$ cat config.mk
export PLATFORM = sky130hd
export DESIGN_NAME = mem_arbiter_flat
export DESIGN_NICKNAME = d
export VERILOG_FILES = /design/src/rtl/mem_arbiter_pkg.sv /design/src/rtl/mem_arbiter_if.sv /design/src/rtl/mem_arbiter_pick.sv /design/src/rtl/mem_arbiter.sv /design/src/flat_wrapper.sv
export SDC_FILE = /design/constraint.sdc
export NUM_CORES = 1
export LEC_CHECK = 0
export ABC_CLOCK_PERIOD_IN_PS = 25900
export BUFFER_PORTS_ARGS = -buffer_cell sky130_fd_sc_hd__buf_2
export CAP_MARGIN = 5
export CORE_AREA = 4 4 538 540
export CTS_CLUSTER_SIZE = 25
export DETAILED_ROUTE_END_ITERATION = 8
export DIE_AREA = 0 0 542 544
export GPL_TIMING_DRIVEN = 0
export PLACE_DENSITY_LB_ADDON = 0.15
export SYNTH_ARGS = -nofsm -noshare
export SYNTH_HDL_FRONTEND = slang
export SYNTH_SLANG_ARGS = --single-unit
$ cat constraint.sdc
create_clock -name clk -period 25.9 [get_ports clk]
set_input_delay 1.295 -clock clk [delete_from_list [all_inputs] [get_ports clk]]
set_output_delay 1.295 -clock clk [all_outputs]
set_load 0.005 [all_outputs]
$ cat src/rtl/mem_arbiter_pkg.sv
// Shared types for the memory arbiter: FSM states and grant identifiers.
package mem_arb_types;

  typedef enum logic [1:0] {
    IDLE,
    SERVE_I,
    SERVE_D
  } arb_state_t;

  typedef enum logic {
    GRANT_I,
    GRANT_D
  } arb_grant_t;

endpackage

$ cat src/rtl/mem_arbiter_if.sv
// Requester and shared-memory signal bundle for mem_arbiter.
// The slave modport is the arbiter; master is the surrounding caches and memory.
interface mem_arbiter_if #(
  parameter int unsigned ADDR_W = 32,
  parameter int unsigned LINE_W = 256
);

  logic              icache_read;
  logic [ADDR_W-1:0] icache_address;
  logic [LINE_W-1:0] icache_rdata;
  logic              icache_resp;

  logic              dcache_read;
  logic              dcache_write;
  logic [ADDR_W-1:0] dcache_address;
  logic [LINE_W-1:0] dcache_wdata;
  logic [LINE_W-1:0] dcache_rdata;
  logic              dcache_resp;

  logic              pmem_read;
  logic              pmem_write;
  logic [ADDR_W-1:0] pmem_address;
  logic [LINE_W-1:0] pmem_wdata;
  logic [LINE_W-1:0] pmem_rdata;
  logic              pmem_resp;

  modport slave (
    input  icache_read, icache_address,
    input  dcache_read, dcache_write, dcache_address, dcache_wdata,
    input  pmem_rdata, pmem_resp,
    output icache_rdata, icache_resp,
    output dcache_rdata, dcache_resp,
    output pmem_read, pmem_write, pmem_address, pmem_wdata
  );

  modport master (
    output icache_read, icache_address,
    output dcache_read, dcache_write, dcache_address, dcache_wdata,
    output pmem_rdata, pmem_resp,
    input  icache_rdata, icache_resp,
    input  dcache_rdata, dcache_resp,
    input  pmem_read, pmem_write, pmem_address, pmem_wdata
  );

endinterface

$ cat src/rtl/mem_arbiter_pick.sv
// Combinational winner selector: on contention grants the side not granted last,
// otherwise whichever side is requesting.
module mem_arb_pick
  import mem_arb_types::*;
(
  input  logic       i_req,
  input  logic       d_req,
  input  arb_grant_t last_grant,
  output arb_grant_t grant
);

  always_comb begin
    grant = GRANT_I;
    if (i_req && d_req) begin
      grant = (last_grant == GRANT_I) ? GRANT_D : GRANT_I;
    end else if (d_req) begin
      grant = GRANT_D;
    end
  end

endmodule

$ cat src/rtl/mem_arbiter.sv
// Two-requester cacheline arbiter in front of a single shared memory port.
// MEM_ARB_RR_EN: round-robin on contention; undefined, the data side always wins.
module mem_arbiter
  import mem_arb_types::*;
#(
  parameter int unsigned ADDR_W = 32,
  parameter int unsigned LINE_W = 256
) (
  input  logic          clk,
  input  logic          rst,
  mem_arbiter_if.slave  bus
);

  arb_state_t        state;
  arb_grant_t        grant;
  arb_grant_t        last_grant;
  logic              rd_q;
  logic              wr_q;
  logic [ADDR_W-1:0] addr_q;
  logic [LINE_W-1:0] wdata_q;
  logic              d_req;
  logic              done;

  assign d_req = bus.dcache_read | bus.dcache_write;
  assign done  = (state != IDLE) && bus.pmem_resp;

  mem_arb_pick u_pick (
    .i_req      (bus.icache_read),
    .d_req      (d_req),
    .last_grant (last_grant),
    .grant      (grant)
  );

`ifdef MEM_ARB_RR_EN
  // Pointer follows completed transactions, not grants, so an aborted one does not count.
  always_ff @(posedge clk or posedge rst) begin
    if (rst) begin
      last_grant <= GRANT_I;
    end else if (done) begin
      last_grant <= (state == SERVE_D) ? GRANT_D : GRANT_I;
    end
  end
`else
  // Pinning the pointer to I makes the selector hand every contention to D.
  assign last_grant = GRANT_I;
`endif

  // Arbitration FSM; strobe, address and write line are frozen for the whole transaction.
  always_ff @(posedge clk or posedge rst) begin
    if (rst) begin
      state   <= IDLE;
      rd_q    <= 1'b0;
      wr_q    <= 1'b0;
      addr_q  <= '0;
      wdata_q <= '0;
    end else begin
      case (state)
        IDLE: begin
          if (bus.icache_read || d_req) begin
            if (grant == GRANT_D) begin
              state   <= SERVE_D;
              addr_q  <= bus.dcache_address;
              wdata_q <= bus.dcache_wdata;
              wr_q    <= bus.dcache_write;
              rd_q    <= ~bus.dcache_write;
            end else begin
              state  <= SERVE_I;
              addr_q <= bus.icache_address;
              rd_q   <= 1'b1;
              wr_q   <= 1'b0;
            end
          end
        end
        SERVE_I, SERVE_D: begin
          if (bus.pmem_resp) begin
            state <= IDLE;
            rd_q  <= 1'b0;
            wr_q  <= 1'b0;
          end
        end
        default: begin
          state <= IDLE;
          rd_q  <= 1'b0;
          wr_q  <= 1'b0;
        end
      endcase
    end
  end

  assign bus.pmem_read    = rd_q;
  assign bus.pmem_write   = wr_q;
  assign bus.pmem_address = addr_q;
  assign bus.pmem_wdata   = wdata_q;

  // Completion is passed through in the same cycle the memory answers.
  assign bus.icache_resp  = (state == SERVE_I) && bus.pmem_resp;
  assign bus.dcache_resp  = (state == SERVE_D) && bus.pmem_resp;
  assign bus.icache_rdata = bus.pmem_rdata;
  assign bus.dcache_rdata = bus.pmem_rdata;

  a_no_dual_kind : assert property (@(posedge clk) disable iff (rst)
    !(bus.dcache_read && bus.dcache_write))
    else $error("dcache_read and dcache_write asserted together");

endmodule

$ cat src/flat_wrapper.sv
// flat-port wrapper written by rule: the top's interface ports become plain ports
module mem_arbiter_flat import mem_arb_types::*;
#(
  parameter int unsigned ADDR_W = 32,
  parameter int unsigned LINE_W = 256
)
  (clk, rst, bus_icache_read, bus_icache_address, bus_dcache_read, bus_dcache_write, bus_dcache_address, bus_dcache_wdata, bus_pmem_rdata, bus_pmem_resp, bus_icache_rdata, bus_icache_resp, bus_dcache_rdata, bus_dcache_resp, bus_pmem_read, bus_pmem_write, bus_pmem_address, bus_pmem_wdata);
  mem_arbiter_if #(.ADDR_W(ADDR_W), .LINE_W(LINE_W)) bus_i ();
  input  logic clk;
  input  logic rst;
  input wire logic [$bits(bus_i.icache_read)-1:0] bus_icache_read;
  input wire logic [$bits(bus_i.icache_address)-1:0] bus_icache_address;
  input wire logic [$bits(bus_i.dcache_read)-1:0] bus_dcache_read;
  input wire logic [$bits(bus_i.dcache_write)-1:0] bus_dcache_write;
  input wire logic [$bits(bus_i.dcache_address)-1:0] bus_dcache_address;
  input wire logic [$bits(bus_i.dcache_wdata)-1:0] bus_dcache_wdata;
  input wire logic [$bits(bus_i.pmem_rdata)-1:0] bus_pmem_rdata;
  input wire logic [$bits(bus_i.pmem_resp)-1:0] bus_pmem_resp;
  output wire logic [$bits(bus_i.icache_rdata)-1:0] bus_icache_rdata;
  output wire logic [$bits(bus_i.icache_resp)-1:0] bus_icache_resp;
  output wire logic [$bits(bus_i.dcache_rdata)-1:0] bus_dcache_rdata;
  output wire logic [$bits(bus_i.dcache_resp)-1:0] bus_dcache_resp;
  output wire logic [$bits(bus_i.pmem_read)-1:0] bus_pmem_read;
  output wire logic [$bits(bus_i.pmem_write)-1:0] bus_pmem_write;
  output wire logic [$bits(bus_i.pmem_address)-1:0] bus_pmem_address;
  output wire logic [$bits(bus_i.pmem_wdata)-1:0] bus_pmem_wdata;
  assign bus_i.icache_read = bus_icache_read;
  assign bus_i.icache_address = bus_icache_address;
  assign bus_i.dcache_read = bus_dcache_read;
  assign bus_i.dcache_write = bus_dcache_write;
  assign bus_i.dcache_address = bus_dcache_address;
  assign bus_i.dcache_wdata = bus_dcache_wdata;
  assign bus_i.pmem_rdata = bus_pmem_rdata;
  assign bus_i.pmem_resp = bus_pmem_resp;
  assign bus_icache_rdata = bus_i.icache_rdata;
  assign bus_icache_resp = bus_i.icache_resp;
  assign bus_dcache_rdata = bus_i.dcache_rdata;
  assign bus_dcache_resp = bus_i.dcache_resp;
  assign bus_pmem_read = bus_i.pmem_read;
  assign bus_pmem_write = bus_i.pmem_write;
  assign bus_pmem_address = bus_i.pmem_address;
  assign bus_pmem_wdata = bus_i.pmem_wdata;
  mem_arbiter #(.ADDR_W(ADDR_W), .LINE_W(LINE_W)) u_core (.clk(clk), .rst(rst), .bus(bus_i));
endmodule
# Word level (Yosys, flattened, before mapping)
# Index checks and enable logic that the tools add are counted.
[word_totals]
wordCells = 34
register_bits = 292
input_bits = 582
[op_classes]
mux = 14
bitwise = 2
n_reduce_logical = 9
eq_ne = 4
[op_table]
columns = ["op", "n"]
rows = [
  ["two-way mux 32 bit", 1],
  ["two-way mux 1 bit", 7],
  ["two-way mux 2 bit", 3],
  ["case mux 1 bit (2 select lines)", 2],
  ["case mux 2 bit (2 select lines)", 1],
  ["AND reduction 2 bit", 2],
  ["logical AND 1 bit", 3],
  ["AND reduction 3 bit", 1],
  ["equality test 2 x 1 -> 1 bit, second input constant", 1],
  ["equality test 2 bit, second input constant", 1],
  ["logical NOT 2 bit", 1],
  ["!= test 2 x 1 -> 1 bit, second input constant", 1],
  ["!= test 2 bit, second input constant", 1],
  ["OR reduction 2 bit", 1],
  ["logical OR 1 bit", 1],
  ["inverter 1 bit", 1],
  ["OR 1 bit", 1],
]

# Depth between registers and ports, before layout
# Gate-level depths: netlist of the first run.
[logic_depth]
ltp_word = 6
ltp_mapped = 6
depth_no_buf = 5

# Hierarchy
# A second synthesis of the first run with hierarchy kept.
[unflattened]
hier_cells = 1219
hier_area_um2 = 16295.6
[by_module_without_submodules]
columns = ["module", "cells_per_inst", "instances", "area_each_um2"]
rows = [
  ["mem_arbiter", 1218, 1, 16284.4],
  ["mem_arb_pick", 1, 1, 11.3],
]

# Worst setup path after synthesis of the first run
# Ideal clock, no wire load.
[synth_path]
path_kind = "input to output"
startpoint = "input bus_pmem_resp"
endpoint = "output bus_icache_resp"
slack_ns = 23.167
cell_stages = 1
required_ns = 24.605
arrival_ns = 1.438
path_cell_list = "and2_1"
[synth_between]
elab_chain_cells = 1
[synth_lines]
columns = ["item", "line", "source"]
rows = [
  ["start, declared", "flat_wrapper.sv:18", "input wire logic [$bits(bus_i.pmem_resp)-1:0] bus_pmem_resp;"],
  ["logical AND 1 bit", "mem_arbiter.sv:96", "assign bus.icache_resp = (state == SERVE_I) && bus.pmem_resp;"],
  ["end, declared", "flat_wrapper.sv:20", "output wire logic [$bits(bus_i.icache_resp)-1:0] bus_icache_resp;"],
]
# Every way passes these cells.

# Final worst setup path of the first run
# Same ends and word-level chain as after synthesis.

==> run_results.csv, run 1 <==
group,metric,value,unit
setup_path,critical_path_class,"primary input to primary output",
clock_tree,cts-root-buf,"clkbuf_16",
setup_path,crit_buf_inv,2,
setup_path,reg2reg_slack,23.75,ns
power_and_ir_drop,clkPwrFrac,0.233,
floorplan,core,0.284,mm2
setup_path,crit_chain,"buf_2 > and2_1 > buf_2",
sta,post-route-period-util,0.117,
floorplan,die-area,0.295,mm2
setup_path,slowest_delay,0.16,ns
cells_and_area,num-nets-final,2984,
clock_tree,cts_tree,"built",
clock_tree,cts.sinks,292,
logic_synthesis,netlist_area,0.0159,mm2
logic_synthesis,synthXorXnorAreaFrac,0,
power_and_ir_drop,leakage,0.0136,uW
setup_path,startpoint_type,"primary input",
logic_synthesis,yosys_warnings,0,
global_route,grt_max_degree,81,
power_and_ir_drop,power,2920,uW
placed_design,port-buffer-count,1129,
floorplan,initial_core_util,0.0561,
clock_tree,hold_buffers,0,
detailed_routing,routed_wirelength,124,mm
clock_tree,ctsLongestPathBuffers,3,
cells_and_area,area.growth.synth_to_final,75.6,%
power_and_ir_drop,power_switching_share,0.400,
setup_path,path_max_fanout,4,
logic_synthesis,synth.avg_cell_area,13.1,um2
placed_design,gp_congestion,0.759,
placed_design,hpwl,110,mm
logic_synthesis,synth_top_family_by_area,"buffers and inverters",
floorplan,fp.dieW,542,um
clock_tree,insertion_delay,0.66,ns
job,cap_violations,0,
global_route,grt_use_total,0.0795,
sta,worst_pin_slew,0.802,ns
cells_and_area,final_common_cell,"buf_2",
sta,setup_tns,0,ns
sta,setup_violations,0,
floorplan,die_h,544,um
power_and_ir_drop,peakVddDrop,45.8,uV
power_and_ir_drop,pwr-share-comb,0.479,
power_and_ir_drop,power_density,104,mW/mm2
clock_tree,post_cts_buffers,0,
floorplan,ios,1386,
sta,layout_setup_ws,22.87,ns
detailed_routing,dr.pass1.iters,4,
sta,skew,0.0293,ns
power_and_ir_drop,p_seq_frac,0.288,
logic_synthesis,synthesis.instances,1218,
sta,fin_crit,3.03,ns
global_route,grt_pass1_wl,152,mm
sta,slew_headroom,0.465,
logic_synthesis,synth_edf_count,0,
placed_design,place_worst_setup_slack,22.65,ns
logic_synthesis,synthArstFlopShare,1.00,
logic_synthesis,synthAdderAreaFrac,0.00235,
power_and_ir_drop,intPower,1750,uW
detailed_routing,drtIter0Drc,385,
global_route,first_global_vias,13900,
detailed_routing,drc,0,
detailed_routing,drtAntennaViolNets,0,
clock_tree,cts_resized,0,
cells_and_area,final_cell_mix,"1132 x buf_2, 512 x buf_4, 292 x dfrtp_1",
placed_design,place_inst,6112,
detailed_routing,viasPerCell,2.10,
sta,hold_viol_final,0,
sta,fmax,330,MHz
floorplan,rows,196,
logic_synthesis,synth_compound_area_frac,0.0155,
global_route,antenna_found_initial,65,
logic_synthesis,ys_ff_latch,292,
logic_synthesis,ys_seq_area_frac,0.458,
worst_hold_path,hold_class,"flip-flop to flip-flop",
logic_synthesis,yosys.area_share.simple,0.0107,
clock_tree,cts_htree_levels,2,
setup_path,worst_path_max_delay_cell,"and2_1",
logic_synthesis,syn-num-nets,1803,
run_status,outcome,"completed",
detailed_routing,vias,13000,
setup_path,cp_top_family,"buffers and inverters",
setup_path,cp.required,24.60,ns
sta,grt_setup_unrepaired,"false",
clock_tree,numCtsBuffers,47,
setup_path,cp-end-kind,"primary output",
setup_path,critPathMostFrequentCell,"buf_2",
cells_and_area,drive_above_1_share,0.814,
sta,maxSlewViolCount,0,
logic_synthesis,synth.distinct_cells,27,
global_route,gr-total-overflow,0,
logic_synthesis,synthFlopType,"dfrtp_1",
logic_synthesis,muxShareOfSynthArea,0.248,
clock_tree,path_clk_slew,0.05,ns
cells_and_area,final_cell_count_no_fill,6205,
setup_path,critPathArrivalTime,1.73,ns
detailed_routing,drt-wirelength-per-cell,20.0,um
power_and_ir_drop,switchingPower,1170,uW
## registers in the layout, indices dropped and copies added, names as in the netlist
| signal | count |
|---|---|
| u_core.bus.pmem_wdata | 256 |
| u_core.bus.pmem_address | 32 |
| u_core.state | 2 |
| u_core.bus.pmem_read | 1 |
| u_core.bus.pmem_write | 1 |
## final cells by class
cell class	instances	area, um2
antenna	8	20.0
buffer	549	4220
clock buffer	70	1390
clock inverter	15	201
fill	33000	256000
inverter	4	22.5
multi-input combinational	373	4410
sequential	292	7310
tap	3762	4710
timing repair buffer	1132	5730
## worst min-delay path, stage by stage, from the launching register on
cell     delay [ns]
dfrtp_1        0.33
nand2_1        0.04
o21ai_0        0.06
## kinds of logic after synthesis
logic type | after synthesis
buffers and inverters | 553
DFF | 292
muxes | 288
AOI/OAI and AO/OA | 41
and+or+nand+nor | 41
adders and majority gates | 3
## power groups by stage
| stage | sequential (uW) | combinational (uW) | clock, uW |
|---|---|---|---|
| 6_report | 840 | 1400 | 679 |
| 5_1_grt | 876 | 1560 | 744 |
| 4_1_cts | 851 | 1490 | 731 |
| 3_5_place_dp | 856 | 1480 | 0 |
| 3_3_place_gp | 849 | 1490 | 0 |
| 2_1_floorplan | 837 | 634 | 0 |
## cells in the mapped netlist (all sizes together), types with 2 or more instances
cell type    n  share of area
dfrtp      292           0.46
a21oi        3        0.00094
a22o         2         0.0012
o21ai       33          0.011
inv          4        0.00094
ha           3         0.0024
clkbuf       5         0.0012
mux2i       32          0.020
nand2       32         0.0075
mux2       256           0.23
buf        544           0.26
and2         2        0.00078
nor2         4         0.0011
## worst paths after layout
path / depth (start not counted) / start / endpoint
setup / recovery: 3 / bus_pmem_resp / bus_icache_resp
hold / removal: 2 / u_core.bus.pmem_address[2] / u_core.bus.pmem_address[2]
setup reg to reg: 6 / u_core.state[0] / u_core.bus.pmem_wdata[191]
hold reg to reg: 2 / u_core.bus.pmem_address[2] / u_core.bus.pmem_address[2]
max in group asynchronous: 4 / rst / u_core.bus.pmem_wdata[26]
min in group asynchronous: 2 / rst / u_core.bus.pmem_wdata[77]
## metal layers
metal | vias to the layer above | part of all wire | track usage
met2 | 945 | 0.45 | 0.126
met5 | - | 0 | 0
met1 | 5977 | 0.36 | 0.0833
met3 | 176 | 0.16 | 0.0563
met4 | 0 | 0.030 | 0.0244
li1 | 5902 | - | -
## per-stage QoR
| step | util | hold slack, ns | area [um2] |
|---|---|---|---|
| 3_5_place_dp | 0.0928 | 0.466 | 26400 |
| 4_1_cts | 0.0984 | 0.478 | 28000 |
| 5_1_grt | 0.0984 | 0.491 | 28000 |
| 6_report | 0.0985 | 0.474 | 28000 |
| 3_3_place_gp | 0.0925 | 0.460 | 26300 |
| 2_1_floorplan | - | 0.473 | 15900 |
Power figures use the tool's default switching activity.
==> run 2, diff against run 1 <==
Settings changed: ABC_CLOCK_PERIOD_IN_PS 25900 to 2500, CORE_AREA 4 4 538 540 to 4 4 539 541, DIE_AREA 0 0 542 544 to 0 0 543 545.
Clock period 25.9 ns to 2.5 ns, I/O delays scaled along.
==> run 2 against run 1 <==
  * Final cell count grew 5.6%
  * Clock power grew to 11 times the previous value
  * Count of clock-buffer cells in the layout down 4
  * First-iteration DRC count grew 3.1%
  * Design area is 13% higher
  * Clock skew shrank 0.0035 ns
  * Flip-flop and latch count unchanged
  * Largest power group unchanged
  * Critical path type is now flip-flop to flip-flop
  * Global-route usage is 0.21 points higher
  * Largest cell class unchanged
  * Utilization up 1.2 points
  * Hold slack got worse by 0.44 ns
  * Highest routed layer unchanged
  * Register-to-register slack got worse by 24 ns
==> run_results.csv, run 2 (synthesized netlist as in run 1, its figures left out) <==
group,metric,value,unit
run_status,outcome,"completed",
global_route,gr-total-overflow,0,
setup_path,crit_start,"u_core.state[0]",
sta,fin_crit,2.29,ns
placed_design,hpwl,115,mm
clock_tree,cts-root-buf,"clkbuf_16",
setup_path,cp-end-kind,"flip-flop",
cells_and_area,final_common_cell,"buf_2",
detailed_routing,routed_wirelength,128,mm
power_and_ir_drop,peakVddDrop,512,uV
cells_and_area,largest_reg_flops,256,
power_and_ir_drop,leakage,0.0151,uW
power_and_ir_drop,power_density,992,mW/mm2
sta,hold_viol_final,0,
setup_path,startpoint_type,"flip-flop",
placed_design,port-buffer-count,1129,
setup_path,regToRegStartpoint,"u_core.state[0]",
clock_tree,ctsLongestPathBuffers,3,
worst_hold_path,hold_start,"bus_icache_address[17]",
clock_tree,numCtsBuffers,47,
detailed_routing,vias,14200,
job,cap_violations,0,
cells_and_area,area.growth.synth_to_final,98.0,%
sta,grt_setup_unrepaired,"false",
floorplan,rows,196,
detailed_routing,drtIter0Drc,397,
floorplan,die_h,545,um
cells_and_area,final_cell_mix,"1132 x buf_2, 512 x buf_4, 330 x dlygate4sd3_1",
clock_tree,cts.sinks,292,
global_route,grt_use_met2,0.132,
global_route,grt_busiest_layer,"met2",
setup_path,cp.required,3.03,ns
detailed_routing,drtAntennaViolNets,0,
global_route,grt_max_degree,34,
sta,layout_setup_ws,0.213,ns
floorplan,ios,1386,
sta,hold_ws,0.0326,ns
global_route,grt_use_total,0.0817,
sta,post-route-period-util,0.915,
global_route,use_met1,0.0866,
floorplan,die-area,0.296,mm2
global_route,first_global_vias,15500,
cells_and_area,drive_above_1_share,0.719,
sta,setup_tns,0,ns
detailed_routing,dr.pass1.iters,6,
global_route,antenna_found_initial,34,
clock_tree,insertion_delay,0.67,ns
worst_hold_path,hold_class,"primary input to flip-flop",
global_route,grt_util_met3,0.0553,
floorplan,core,0.285,mm2
sta,worst_pin_slew,0.790,ns
detailed_routing,drc,0,
setup_path,critical_path_class,"flip-flop to flip-flop",
global_route,grt_pass1_wl,159,mm
sta,slew_headroom,0.472,
detailed_routing,drt-wirelength-per-cell,19.5,um
floorplan,initial_core_util,0.0560,
placed_design,place_worst_setup_slack,0.243,ns
detailed_routing,viasPerCell,2.17,
clock_tree,path_clk_slew,0.07,ns
setup_path,critPathArrivalTime,2.82,ns
clock_tree,cts_htree_levels,2,
sta,maxSlewViolCount,0,
sta,skew,0.0259,ns
floorplan,fp.dieW,543,um
clock_tree,cts_tree,"built",
sta,setup_violations,0,
clock_tree,post_cts_buffers,0,
cells_and_area,num-nets-final,3323,
sta,fmax,437,MHz
setup_path,path_max_fanout,3,
placed_design,gp_congestion,0.757,
run 2: changes by cell type in the layout (fill, tap and decap cells not counted), sizes merged:
cell / before / now
dlygate4sd3: 0 / 330
diode: 8 / 18
buf: 1676 / 1685
bufinv: 3 / 7
clkbuf: 75 / 71
clkinv: 7 / 9
inv: 6 / 5
run 2: final timing paths:
kind / slack (ns) / endpoint / depth (start not counted)
worst max-delay path: 0.21 / u_core.state[0] / 7
worst min-delay path: 0.03 / u_core.bus.pmem_address[17] / 3
worst max register to register: 0.21 / u_core.state[0] / 7
worst min register to register: 0.47 / u_core.bus.pmem_address[24] / 2
max in group asynchronous: 0.84 / u_core.bus.pmem_wdata[93] / 9
min in group asynchronous: 0.14 / u_core.bus.pmem_wdata[151] / 4
run 2: power by group:
| part | internal [uW] | switching, uW |
|---|---|---|
| logic | 7280 | 8130 |
| clock network | 4440 | 2910 |
| registers | 7190 | 1350 |
| total | 18900 | 12400 |
run 2: what timing repair did:
item / CTS / global route
hold buffers: 330 / 0
endpoints found under the hold margin: 358 / 0
setup endpoints to repair: 0 / 2
resized for setup: 0 / 3
run 2: metrics by stage:
| step | area [um2] | power (uW) | utilization | instances |
|---|---|---|---|---|
| finish | 31600 | 31300 | 0.111 | 6555 |
| global route | 31500 | 34100 | 0.111 | 6547 |
| CTS | 31500 | 33000 | 0.111 | 6537 |
| detailed placement | 26600 | 24600 | 0.0932 | 6121 |
| global placement | 26300 | 24500 | 0.0923 | 6109 |
| floorplan | 16000 | 15200 | - | 1218 |
run 2: critical path, stage by stage (launching register included):
cell           delay (ns)
dfrtp_1              0.37
inv_1                0.07
ha_1                 0.29
nand2b_1             0.08
a21oi_1              0.19
dlygate4sd3_1        0.58
nor2_1               0.04
dlygate4sd3_1        0.54
run 2: metal layers:
metal	vias up	share of wire
met2	841	0.46
met3	108	0.16
li1	6609	-
met5	-	0
met4	0	0.026
met1	6689	0.36
run 2: layout make-up:
type / count / area, um2
Buffer: 549 / 4220
Inverter: 4 / 18.8
Clock buffer: 66 / 1330
Multi-Input combinational cell: 373 / 4410
Tap cell: 3762 / 4710
Sequential cell: 292 / 7310
Clock inverter: 20 / 335
Timing Repair Buffer: 1471 / 9200
Antenna cell: 18 / 45.0
Fill cell: 32900 / 253000
